**src/rtl/rns_pkg.sv**
```systemverilog
// Shared modulus default and width helpers
// for residue-number-system blocks.
package rns_pkg;

  localparam int M_DEFAULT = 11;

  function automatic int clog2(input int v);
    int r;
    r = 0;
    while ((1 << r) < v) r++;
    return r;
  endfunction

  function automatic int tc_width(input int m);
    return m - 1;
  endfunction

endpackage

```
**src/rtl/tc_encode.sv**
```systemverilog
// Binary residue to thermometer converter;
// out-of-range inputs map to zero with err set.
module tc_encode
  import rns_pkg::*;
#(
  parameter  int M   = M_DEFAULT,
  localparam int W   = clog2(M),
  localparam int TCW = tc_width(M)
) (
  input  logic [W-1:0]   bin,
  output logic [TCW-1:0] tc,
  output logic           err
);

  always_comb begin
    err = 32'(bin) >= 32'(M);
    tc  = '0;
    for (int i = 0; i < TCW; i++) begin
      tc[i] = !err && (32'(i) < 32'(bin));
    end
  end

endmodule

```
**src/rtl/tc_mod_acc.sv**
```systemverilog
// Two-stage modular accumulator working in
// the thermometer domain with valid/ready flow.
module tc_mod_acc
  import rns_pkg::*;
#(
  parameter  int M   = M_DEFAULT,
  localparam int W   = clog2(M),
  localparam int TCW = tc_width(M)
) (
  input  logic           clk,
  input  logic           rst,
  input  logic           in_valid,
  output logic           in_ready,
  input  logic [W-1:0]   in_data,
  input  logic           in_clr,
  output logic           out_valid,
  input  logic           out_ready,
  output logic [TCW-1:0] out_tc,
  output logic [W-1:0]   out_bin,
  output logic           out_wrap,
  output logic           out_err
);

  logic [TCW-1:0] enc_tc;
  logic           enc_err;

  logic           s1_vld_q, s1_vld_d;
  logic [TCW-1:0] s1_tc_q, s1_tc_d;
  logic           s1_clr_q, s1_clr_d;
  logic           s1_err_q, s1_err_d;

  logic           out_vld_q, out_vld_d;
  logic [TCW-1:0] out_tc_q, out_tc_d;
  logic [W-1:0]   out_bin_q, out_bin_d;
  logic           out_wrap_q, out_wrap_d;
  logic           out_err_q, out_err_d;

  logic             stall;
  logic [TCW-1:0]   base_tc;
  logic [2*TCW-1:0] sum_ext;
  logic [2*TCW-1:0] res_ext;
  logic [TCW-1:0]   res_tc;
  logic [W-1:0]     res_bin;
  logic             res_wrap;

  tc_encode #(.M(M)) u_enc (
    .bin (in_data),
    .tc  (enc_tc),
    .err (enc_err)
  );

  assign stall    = out_vld_q && !out_ready;
  assign in_ready = !stall;

  // out_tc_q doubles as the accumulator
  always_comb begin
    base_tc = s1_clr_q ? '0 : out_tc_q;
    sum_ext = {{TCW{1'b0}}, base_tc};
    for (int i = 0; i < TCW; i++) begin
      if (s1_tc_q[i]) begin
        sum_ext = {sum_ext[2*TCW-2:0], 1'b1};
      end
    end
    res_wrap = sum_ext[TCW];
    res_ext  = res_wrap ? (sum_ext >> M) : sum_ext;
    res_tc   = res_ext[TCW-1:0];
    res_bin  = '0;
    for (int i = 0; i < TCW; i++) begin
      res_bin = res_bin + W'(res_tc[i]);
    end
  end

  always_comb begin
    s1_vld_d   = s1_vld_q;
    s1_tc_d    = s1_tc_q;
    s1_clr_d   = s1_clr_q;
    s1_err_d   = s1_err_q;
    out_vld_d  = out_vld_q;
    out_tc_d   = out_tc_q;
    out_bin_d  = out_bin_q;
    out_wrap_d = out_wrap_q;
    out_err_d  = out_err_q;
    if (!stall) begin
      s1_vld_d  = in_valid;
      s1_tc_d   = enc_tc;
      s1_clr_d  = in_clr;
      s1_err_d  = enc_err;
      out_vld_d = s1_vld_q;
      if (s1_vld_q) begin
        out_tc_d   = res_tc;
        out_bin_d  = res_bin;
        out_wrap_d = res_wrap;
        out_err_d  = s1_err_q;
      end
    end
  end

  always_ff @(posedge clk) begin
    if (rst) begin
      s1_vld_q   <= 1'b0;
      s1_tc_q    <= '0;
      s1_clr_q   <= 1'b0;
      s1_err_q   <= 1'b0;
      out_vld_q  <= 1'b0;
      out_tc_q   <= '0;
      out_bin_q  <= '0;
      out_wrap_q <= 1'b0;
      out_err_q  <= 1'b0;
    end else begin
      s1_vld_q   <= s1_vld_d;
      s1_tc_q    <= s1_tc_d;
      s1_clr_q   <= s1_clr_d;
      s1_err_q   <= s1_err_d;
      out_vld_q  <= out_vld_d;
      out_tc_q   <= out_tc_d;
      out_bin_q  <= out_bin_d;
      out_wrap_q <= out_wrap_d;
      out_err_q  <= out_err_d;
    end
  end

  assign out_valid = out_vld_q;
  assign out_tc    = out_tc_q;
  assign out_bin   = out_bin_q;
  assign out_wrap  = out_wrap_q;
  assign out_err   = out_err_q;

endmodule

```
**config.mk**
```make
export PLATFORM = sky130hd
export DESIGN_NAME = tc_mod_acc
export DESIGN_NICKNAME = d
export VERILOG_FILES = /design/src/rtl/rns_pkg.sv /design/src/rtl/tc_encode.sv /design/src/rtl/tc_mod_acc.sv
export SDC_FILE = /design/constraint.sdc
export NUM_CORES = 1
export LEC_CHECK = 0
export CAP_MARGIN = 5
export CORE_MARGIN = 2
export CORE_UTILIZATION = 63
export CTS_BUF_LIST = sky130_fd_sc_hd__clkbuf_16
export CTS_CLUSTER_SIZE = 24
export DETAILED_ROUTE_END_ITERATION = 7
export MAX_ROUTING_LAYER = met4
export PLACE_DENSITY = 0.94
export SYNTH_ARGS = -nofsm -noshare
export SYNTH_HDL_FRONTEND = slang
export SYNTH_HIERARCHICAL = 1
export SYNTH_SLANG_ARGS = --single-unit
```
**constraint.sdc**
```tcl
create_clock -name clk -period 13.75 [get_ports clk]
set_input_delay 2.75 -clock clk [delete_from_list [all_inputs] [get_ports clk]]
set_output_delay 2.75 -clock clk [all_outputs]
set_load 0.02 [all_outputs]
```
==> impl_metrics.yaml <==
drt:
  wl_met3_microns: 1520
  routed_via_density: 7.54
  drt-initial-drc-count: 781
  maxUsedRoutingLayer: "met4"
  wl_met2_microns: 5820
  ant_nets: 0
  met1Wirelength_microns: 5090
  route.detailed.drc: 0
  first_pass_iters: 6
  avgRoutedWirePerCell_microns: 20.3
  via_count: 4812
  wl_microns: 13000
timing:
  drv_slew: 0
  fin_crit_sh_pct: 56.1
  setup-tns-final_ps: 0
  fmax_ghz: 0.130
  hold_viol_final: 0
  tightest_slew_ps: 1200
  period_minus_slack_ps: 7720
  setup_ws_ps: 6030
  rsz0062_at_grt: "false"
  finClkSkew_ps: 5.65
  setup_viol: 0
  max_slew_margin_pct: 19.6
power:
  seqPwrFrac_pct: 22.7
  leakagePower_nw: 1.59
  power_frac_comb_pct: 55.4
  switching_share_pct: 43.7
  power.switching_w: 0.000206
  internal_power_w: 0.000265
  power_density_mw_per_mm2: 106
  clkPwrFrac_pct: 21.9
  peakVddDrop_uv: 129
final_layout:
  design_area_sq_mm: 0.00445
  final_common_cell: "nand2_1"
  syn_to_final_growth_pct: 7.73
  fillers: 505
  final_cell_mix: "69 x nand2_1, 51 x nor2_1, 37 x a21oi_1"
  fin_nets: 577
  num_antenna_cells: 0
  stdcell_count: 638
  final_util_pct: 70.0
  drive_gt1_share_pct: 9.80
global_routing:
  grt_start_max_net_pins: 36
  overflow: 0
  grt_pass1_wl_microns: 20900
  grt_pass1_vias: 4122
  grt_util_all_layers_pct: 36.1
  antenna_found_initial: 0
floorplanning:
  fp.dieW_microns: 84.9
  die_height_microns: 84.9
  dieArea_sq_mm: 0.00722
  fp-row-count: 29
  ios: 27
  core_sq_mm: 0.00635
  start_util_pct: 65.0
yosys:
  syn_area_per_cell_sq_um: 7.28
  syn_nets: 584
  synth_cells: 567
  synth.area.top_cells: "dfxtp_1 15%, nand2_1 6.3%, nor2_1 4.6%"
  yosysWarnings: 6
  synth_top_area_share_pct: 14.5
  yosysSeqAreaShare_pct: 14.5
  ys_ff_latch: 30
  synth_edf_count: 0
  post-synth-top-area-cell: "dfxtp_1"
  ys.flop_type: "dfxtp_1"
  synthArstFlopShare_pct: 0
  syn-cell-area_sq_mm: 0.00413
  ys_types: 80
cts:
  cts_inserted_buffers: 5
  cts_buffer_depth: 2
  cts_tree: "built"
  clock-root-buffer: "clkbuf_16"
  clkTransAtPathRegs_ps: 50
  post_cts_buffers: 0
  clk_latency_ps: 270
  cts_max_level: 2
  cts_hold_buf: 0
  ctsResizeCount: 0
  clock-sinks: 30
placed_design:
  pre_cts_slack_ps: 6080
  hpwl_microns: 9170
  placed_area_sq_mm: 0.00431
  io_buffers: 26
  gp_congestion: 1.03
  dp.cells: 630
setup_path:
  path_class: "in2out"
  crit_path_top_delay_cell: "nor2b_1"
  reg2regPathDepth: 20
  worst_setup_path_start_kind: "input pin"
  worstPathRequired_ps: 11000
  critPathMaxStageDelay_ps: 720
  worstPathCellList: "clkdlybuf4s50_1 > nor2b_1 > inv_1 > clkdlybuf4s50_1"
  end_kind: "output pin"
  crit_arrival_ps: 4970
  cp_max_fo: 16
  critPathMostFrequentCell: "clkdlybuf4s50_1"
hold_path:
  hold_depth: 2
  hp-class: "reg2reg"
job:
  drv_cap: 0
run_status:
  status: "completed"
==> cells in the mapped netlist, types with 7 or more instances <==
master,instances
mux2_2,9
nand2_1,69
nand3b_1,7
buf_2,8
inv_1,17
nand3_1,22
buf_1,7
o2111ai_1,7
a31oi_1,10
nor3_1,17
a21oi_1,37
dfxtp_1,30
or3_1,9
and3_1,7
mux2i_1,14
o21ai_0,18
clkbuf_1,26
o21ai_1,7
o31ai_1,8
nor2_1,51
o211ai_1,13
==> path summary, 6_finish.rpt <==
kind / slack (ps) / start / end
worst min-delay path: 460 / out_bin[0] / out_bin[0]
worst min register to register: 460 / out_bin[0] / out_bin[0]
worst max register to register: 7090 / s1_tc_q[3] / out_bin[2]
worst max-delay path: 6030 / out_ready / in_ready
==> state kept, by name (all words and copies together), names as in the netlist <==
name       cells
s1_clr_q       1
out_valid      1
out_err        1
out_bin        4
s1_tc_q       10
s1_vld_q       1
s1_err_q       1
out_wrap       1
out_tc        10
==> power groups by stage <==
stage	logic [W]	clock network, W	registers [W]
2_1_floorplan	0.000193	0	0.000109
3_3_place_gp	0.000244	0	0.000107
3_5_place_dp	0.000254	0	0.000108
4_1_cts	0.000257	0.000103	0.000106
5_1_grt	0.000286	0.000108	0.000108
6_report	0.000261	0.000103	0.000107
==> through the flow <==
step,power (W),hold WS (ps)
after CTS,0.000466,465
after global placement,0.000352,443
final,0.000471,462
after detailed placement,0.000362,457
after floorplan,0.000302,432
after global routing,0.000501,486
==> worst max-delay path, delay by kind of cell <==
| family | cells | cell delay [ps] |
|---|---|---|
| buf+inv | 3 | 1490 |
| simple gates | 1 | 720 |
==> metal layers <==
metal	global-route usage [%]	up-vias
met5	-	-
met4	14.3	0
met2	54.2	383
li1	-	2154
met3	5.84	65
met1	48.7	2210
==> final cells by class <==
| type | instances | area (sq um) | share of cell area (%) |
|---|---|---|---|
| Multi-Input combinational cell | 469 | 3220 | 72.3 |
| Sequential cell | 30 | 601 | 13.5 |
| Timing Repair Buffer | 33 | 313 | 7.03 |
| Clock buffer | 5 | 125 | 2.81 |
| Tap cell | 77 | 96.3 | 2.17 |
| Inverter | 21 | 78.8 | 1.77 |
| Clock inverter | 3 | 16.3 | 0.366 |
==> cells by family after synthesis <==
family          synth area share, %
xor+xnor                       3.03
compound gates                 36.5
buf+inv                        7.52
mux                            8.64
flops                          14.5
fa+ha+maj                      3.76
simple gates                   26.0
Power figures use the tool's default switching activity.
